===== src/rtl/div_seq_ctrl.sv =====
// Sequential 32-bit integer divider controller for the EX stage.
// Restoring radix-2 divide, 32 steps, signed and unsigned, zero-divisor shortcut.
module div_seq_ctrl (
    input  logic        clk,
    input  logic        rst,
    input  logic        start_i,
    input  logic        signed_i,
    input  logic [31:0] opa_i,
    input  logic [31:0] opb_i,
    input  logic        cancel_i,
    output logic        stall_o,
    output logic        busy_o,
    output logic        done_o,
    output logic        hilo_we_o,
    output logic        div0_o,
    output logic [31:0] hi_o,
    output logic [31:0] lo_o
);

    typedef enum logic [1:0] {
        IDLE,
        CALC,
        DONE
    } state_t;

    state_t      state;
    logic [5:0]  cnt;
    logic [63:0] remQuot;
    logic [31:0] divMag;
    logic        negQ;
    logic        negR;

    logic        accept;
    logic [31:0] opaMag;
    logic [31:0] opbMag;
    logic        fits;
    logic [31:0] diff;
    logic [63:0] stepVal;
    logic [31:0] qAbs;
    logic [31:0] rAbs;

    always_comb begin
        accept = (state == IDLE) & start_i & ~cancel_i;
        opaMag = (signed_i & opa_i[31]) ? -opa_i : opa_i;
        opbMag = (signed_i & opb_i[31]) ? -opb_i : opb_i;
        // 33-bit partial remainder after the shift; the difference fits in 32 bits
        fits = remQuot[63:31] >= {1'b0, divMag};
        diff = remQuot[62:31] - divMag;
        if (fits) begin
            stepVal = {diff, remQuot[30:0], 1'b1};
        end else begin
            stepVal = {remQuot[62:0], 1'b0};
        end
        qAbs = stepVal[31:0];
        rAbs = stepVal[63:32];
    end

    assign stall_o = ((state == IDLE) & start_i & ~cancel_i)
                   | ((state == CALC) & ~cancel_i);
    assign busy_o    = state != IDLE;
    assign done_o    = (state == DONE) & ~cancel_i;
    assign hilo_we_o = (state == DONE) & ~cancel_i;

    always_ff @(posedge clk or negedge rst) begin
        if (!rst) begin
            state   <= IDLE;
            cnt     <= '0;
            remQuot <= '0;
            divMag  <= '0;
            negQ    <= 1'b0;
            negR    <= 1'b0;
            div0_o  <= 1'b0;
            hi_o    <= '0;
            lo_o    <= '0;
        end else begin
            unique case (state)
                IDLE: begin
                    if (accept) begin
                        negQ    <= signed_i & (opa_i[31] ^ opb_i[31]);
                        negR    <= signed_i & opa_i[31];
                        divMag  <= opbMag;
                        remQuot <= {32'd0, opaMag};
                        cnt     <= '0;
                        if (opb_i == 32'd0) begin
                            state  <= DONE;
                            hi_o   <= opa_i;
                            lo_o   <= '1;
                            div0_o <= 1'b1;
                        end else begin
                            state <= CALC;
                        end
                    end
                end
                CALC: begin
                    if (cancel_i) begin
                        state <= IDLE;
                    end else begin
                        remQuot <= stepVal;
                        cnt     <= cnt + 6'd1;
                        if (cnt == 6'd31) begin
                            state  <= DONE;
                            lo_o   <= negQ ? -qAbs : qAbs;
                            hi_o   <= negR ? -rAbs : rAbs;
                            div0_o <= 1'b0;
                        end
                    end
                end
                DONE: begin
                    state <= IDLE;
                end
                default: begin
                    state <= IDLE;
                end
            endcase
        end
    end

endmodule


===== config.mk =====
export PLATFORM = sky130hd
export DESIGN_NAME = div_seq_ctrl
export DESIGN_NICKNAME = d
export VERILOG_FILES = /design/src/rtl/div_seq_ctrl.sv
export SDC_FILE = /design/constraint.sdc
export NUM_CORES = 1
export LEC_CHECK = 0
export BUFFER_PORTS_ARGS = -buffer_cell sky130_fd_sc_hd__buf_2
export CAP_MARGIN = 20
export CORE_MARGIN = 2
export CORE_UTILIZATION = 63
export DETAILED_ROUTE_END_ITERATION = 6
export GPL_ROUTABILITY_DRIVEN = 1
export PLACE_DENSITY_LB_ADDON = 0.12
export SYNTH_ARGS = -nofsm -noshare
export SYNTH_HDL_FRONTEND = slang
export SYNTH_SLANG_ARGS = --single-unit

===== constraint.sdc =====
create_clock -name clk -period 14 [get_ports clk]
set_clock_uncertainty 0.05 [all_clocks]
set_input_delay 0.7 -clock clk [delete_from_list [all_inputs] [get_ports clk]]
set_output_delay 0.7 -clock clk [all_outputs]
set_load 0.01 [all_outputs]

# [Word level (Yosys, flattened, before mapping)]
# Cells that the tools add are included.
[op_classes] add_sub_neg=6 magnitude_cmp=1 n_eq_ne=8 n_mux=31 bitwise=10 reduce_logical=8
[op_table] operator="2-to-1 mux 32 bit" n=12
[op_table] operator="2-to-1 mux 64 bit" n=3
[op_table] operator="negation 32 bit" n=4
[op_table] operator="one-hot mux 32 bit (2 select lines)" n=2
[op_table] operator="one-hot mux 64 bit (2 select lines)" n=1
[op_table] operator=">= comparator 33 x 32 -> 1 bit" n=1
[op_table] operator="zero test 32 bit" n=1
[op_table] operator="subtractor 32 bit" n=1
[op_table] operator="2-to-1 mux 6 bit" n=2
[op_table] operator="one-hot mux 6 bit (2 select lines)" n=1
[op_table] operator="2-to-1 mux 2 bit" n=4
[op_table] operator="AND 1 bit" n=7
[op_table] operator="adder 6 x 1 -> 6 bit, second input constant" n=1
[op_table] operator="equality test 6 x 5 -> 1 bit, second input constant" n=1
[op_table] operator="AND reduction 5 bit" n=1
[op_table] operator="2-to-1 mux 1 bit" n=4
[op_table] operator="inequality test 2 x 1 -> 1 bit, second input constant" n=2
[op_table] operator="inequality test 2 bit, second input constant" n=2
[op_table] operator="one-hot mux 2 bit (2 select lines)" n=1
[op_table] operator="AND reduction 2 bit" n=2
[op_table] operator="nonzero test 2 bit" n=2
[op_table] operator="inequality test 3 x 2 -> 1 bit, second input constant" n=1
[op_table] operator="AND reduction 3 bit" n=1
[op_table] operator="equality test 2 x 1 -> 1 bit, second input constant" n=1
[op_table] operator="6 further kinds" n=6
[word_totals] register_bits=171 out_inout_bits=69 word_cells=73

# [Longest topological paths before layout]
[logic_depth] word_depth=7 depth_mapped=26

# [Worst setup path before layout]
# No wires, ideal clock.
[synth_timing] path_kind="reg-to-reg" start="register remQuot[40]" end="register hi_o[28]" setup_ns=0.104 arrival_time_ns=5.042 slack_ns=8.803 stages_incl_launch_ff=26 n_path_buf=7 path_cell_list="dfrtp_1 -> ha_1 -> buf_2 -> nand2_1 -> o32ai_1 -> a21oi_2 -> a31oi_2 -> or2_1 -> buf_6 -> buf_4 -> buf_4 -> buf_4 -> buf_2 -> nand2_1 -> o21ai_0 -> ha_1 -> inv_1 -> or4_1 -> nor3_1 -> mux2i_1 -> or3_1 -> buf_2 -> nor2_1 -> nand3_1 -> mux2i_1 -> a221oi_1"
[synth_via] elab_chain_cells=7 elab_cells_between_ends=8 classes_between="add/sub (2); order compare (1); mux (5)"
[synth_lines] item="start: declaration" line="28" source="logic [63:0] remQuot;"
[synth_lines] item="start signal: assignment" line="82" source="remQuot <= {32'd0, opaMag};"
[synth_lines] item="start signal: assignment" line="98" source="remQuot <= stepVal;"
[synth_lines] item="subtractor 32 bit or >= comparator 33 x 32 -> 1 bit (tied branches)" line="48, 47"
[synth_lines] item="2-to-1 mux 64 bit *" line="49" source="if (fits) begin"
[synth_lines] item="negation 32 bit" line="103" source="hi_o <= negR ? -rAbs : rAbs;"
[synth_lines] item="2-to-1 mux 32 bit *" line="103"
[synth_lines] item="2-to-1 mux 32 bit *" line="100" source="if (cnt == 6'd31) begin"
[synth_lines] item="2-to-1 mux 32 bit *" line="95" source="if (cancel_i) begin"
[synth_lines] item="one-hot mux 32 bit (2 select lines) *" line="76" source="unique case (state)"
[synth_lines] item="end signal: assignment" line="86" source="hi_o <= opa_i;"
[synth_lines] item="end signal: assignment" line="103"
[synth_lines] item="end: declaration" line="16" source="output logic [31:0] hi_o,"
# Mark *: on every way between the ends. The rest lies on a longest branch, timed or not. The select of a mux whose other input is x is not followed.
# A chain may end at the register's enable or synchronous reset.

# [Worst setup path after layout]
[layout_timing] start="register remQuot[37]" end="register hi_o[26]"
# The elaborated chain is that of the path after synthesis.

==> impl_metrics.env <==
export IMPL_numClockSinks=171
export IMPL_insertion_delay_ns=0.44
export IMPL_holdBufCountCts=0
export IMPL_final_cells=1944
export IMPL_dr_pass1_iters=7
export IMPL_fin_hold_ws_ns=0.3020
export IMPL_die_x_um=144.9
export IMPL_antenna_found_initial=1
export IMPL_clock_fmax_ghz=0.1746
export IMPL_drv_cap=0
export IMPL_vias=12430
export IMPL_ys_ff_latch=171
export IMPL_setup_tns_final_ns=0
export IMPL_die_h_um=144.9
export IMPL_min_period_ns=5.726
export IMPL_initial_utilization=0.6422
export IMPL_synth_distinct_cells=90
export IMPL_p_leak_uw=0.006269
export IMPL_layout_common_cells="199 x nand2_1, 181 x o21ai_0, 171 x dfrtp_1"
export IMPL_yosysWarningCount=0
export IMPL_core_um2=19460
export IMPL_vias_per_cell=6.393
export IMPL_syn_area_per_cell_um2=7.870
export IMPL_row_count=51
export IMPL_syn_inst=1588
export IMPL_setup_viol=0
export IMPL_relSlewSlack=0.2987
export IMPL_final_common_cell="nand2_1"
export IMPL_place_inst=1910
export IMPL_synth_ff_type="dfrtp_1"
export IMPL_place_gp_congestion=1.039
export IMPL_cellPowerDensity_nw_per_um2=157.3
export IMPL_hold_class="input port to asynchronous set/reset pin"
export IMPL_cp_max_fo=36
export IMPL_num_fill_cells=1596
export IMPL_crit_required_ns=14.28
export IMPL_vdd_drop_max_mv=0.08688
export IMPL_clockRootBuffer="clkbuf_16"
export IMPL_cts_setup_buffers=0
export IMPL_synthArstFlopShare=1.000
export IMPL_fin_crit_sh=0.4090
export IMPL_synthToLayoutAreaGrowth_pct=10.99
export IMPL_arrival_ns=6.01
export IMPL_r2r_start="remQuot[37]"
export IMPL_grt_use_total=0.3697
export IMPL_yosysSeqAreaShare=0.3424
export IMPL_portBuffers=137
export IMPL_place_detailed_hpwl_um=28350
export IMPL_io_pins=138
export IMPL_place_area_um2=13230
export IMPL_die_area_um2=20980
export IMPL_grt_remaining_overflow=0
export IMPL_final_cell_area_um2=13870
export IMPL_worst_slew_pin_transition_ns=1.039
export IMPL_cts_path_max_buffers=2
export IMPL_antenna_left=0
export IMPL_reg2reg_depth=18
export IMPL_clk_pin_slew_ns=0.08
export IMPL_post_drt_wl_per_cell_um=19.81
export IMPL_syn_area_um2=12500
export IMPL_rrSetupSlack_ns=8.27
export IMPL_crit_path_start_kind="flip-flop"
export IMPL_multi_input_area_um2=7592
export IMPL_initialDrtViolationCount=1229
export IMPL_syn_nets=1695
export IMPL_regArea_um2=4279
export IMPL_outcome="complete, no violations"
export IMPL_cts_max_level=4
export IMPL_nets=1771
export IMPL_r2r_end="hi_o[26]"
export IMPL_grt_pass1_wl_um=60020
export IMPL_crit_path_end_kind="flip-flop"
export IMPL_synth_edf_count=0
export IMPL_drt_total_wl_um=38520
export IMPL_hold_viol_final=0
export IMPL_cts_resized=0
export IMPL_grt_pass1_vias=11150
export IMPL_cts_made_buffers=17
export IMPL_path_class="flip-flop to flip-flop"
export IMPL_layout_drive_gt1_share=0.1324
export IMPL_drc_errors=0
export IMPL_slew_viol_final=0
export IMPL_grt_max_degree=102
export IMPL_cts_tree="done"
export IMPL_rsz0062_at_grt="no"
## area by class of cell
class | instances | area share
diodes | 2 | 0.0003608
clock buffers | 18 | 0.03166
clock inverters | 14 | 0.01434
inverters | 65 | 0.01759
multi-input cells | 1260 | 0.5473
flip-flops and latches | 171 | 0.3085
well taps | 265 | 0.02390
repair buffers | 149 | 0.05637
## routing by layer
metal  GRT usage  wire (um)  vias up
met1      0.4947      16000     5813
met2      0.5861      17390      657
met4      0.1650       1801        0
met5           0          0        -
li1            -          -     5841
met3     0.06779       3324      117
## power by group
| part | internal (uW) | switching [uW] | total (uW) |
|---|---|---|---|
| registers | 563 | 103 | 666 |
| logic | 362 | 645 | 1010 |
| clock network | 265 | 243 | 509 |
## synthesized netlist by cell type, types with 5 or more instances
library cell / n / area (um^2)
nand3_1: 23 / 115.1
and3_1: 15 / 93.84
nor2b_1: 8 / 50.05
buf_1: 10 / 37.54
o31ai_1: 22 / 165.2
o211ai_1: 7 / 52.55
nor3b_1: 5 / 37.54
and4_1: 7 / 61.31
dfrtp_1: 171 / 4279
xnor2_1: 55 / 481.7
nor2_1: 152 / 570.6
or2_2: 9 / 56.30
or4_1: 14 / 105.1
nor4_1: 20 / 125.1
o21ai_1: 10 / 50.05
clkbuf_1: 56 / 210.2
o41ai_1: 8 / 70.07
buf_2: 17 / 85.08
o21a_1: 9 / 67.56
ha_1: 37 / 462.9
a211oi_1: 8 / 60.06
and2_1: 15 / 93.84
nand4_1: 12 / 75.07
a31oi_1: 36 / 225.2
nand2_1: 199 / 747.0
inv_1: 62 / 232.7
a41oi_1: 5 / 43.79
nand2b_1: 9 / 56.30
buf_4: 6 / 45.04
o21ai_0: 181 / 905.9
a21oi_1: 151 / 755.7
a22o_1: 5 / 43.79
o22ai_1: 6 / 37.54
a21o_1: 8 / 60.06
mux2i_1: 20 / 200.2
or3_1: 26 / 162.7
nor3_1: 33 / 165.2
xor2_1: 61 / 534.3
## flip-flops by register name, summed over array words and instances (netlist names)
name	cells
remQuot	64
divMag	32
hi_o	32
lo_o	32
cnt	6
state	2
div0_o	1
negQ	1
negR	1
## critical path: stages, from the launching register on
cell	delay, ns
dfrtp_1	0.46
ha_1	0.46
a21oi_2	0.34
o32ai_1	0.17
a21oi_2	0.26
a31oi_2	0.19
or2_2	0.33
inv_2	0.51
mux2i_1	0.38
ha_1	0.23
inv_1	0.09
or4_1	0.56
nor3_1	0.15
mux2i_1	0.15
or3_1	0.53
nor2_1	0.24
nand2_1	0.10
mux2i_1	0.14
a221oi_1	0.28
## metrics by stage
step	power, uW	utilization	setup WS (ns)
6_report	2183	0.7128	8.274
5_1_grt	2302	0.7126	7.884
4_1_cts	2146	0.7125	8.382
3_5_place_dp	1638	0.6797	8.427
3_3_place_gp	1622	0.6797	8.518
2_1_floorplan	1372	-	8.803
## cells by family (layout without fill, tap and decap cells)
group | after synthesis | in the layout | synth area share
AO/OA/AOI/OAI | 514 | 514 | 0.2484
XOR/XNOR | 116 | 116 | 0.08129
adder cells (fa/ha/maj) | 38 | 38 | 0.03864
buffers and inverters | 157 | 246 | 0.05246
flip-flops | 171 | 171 | 0.3424
multiplexers | 23 | 23 | 0.01872
other | 0 | 2 | 0
AND/OR/NAND/NOR | 569 | 569 | 0.2181
## worst max path at each step
stage,startpoint,end,slack [ns],cells after the start
floorplan,remQuot[40],hi_o[28],8.80,25
global placement,remQuot[37],hi_o[28],8.52,18
detailed placement,remQuot[37],hi_o[28],8.43,18
CTS,remQuot[37],hi_o[28],8.38,18
global route,remQuot[40],hi_o[30],7.88,19
finish,remQuot[37],hi_o[26],8.27,18
Note: power is estimated with default switching activity, not from simulation.
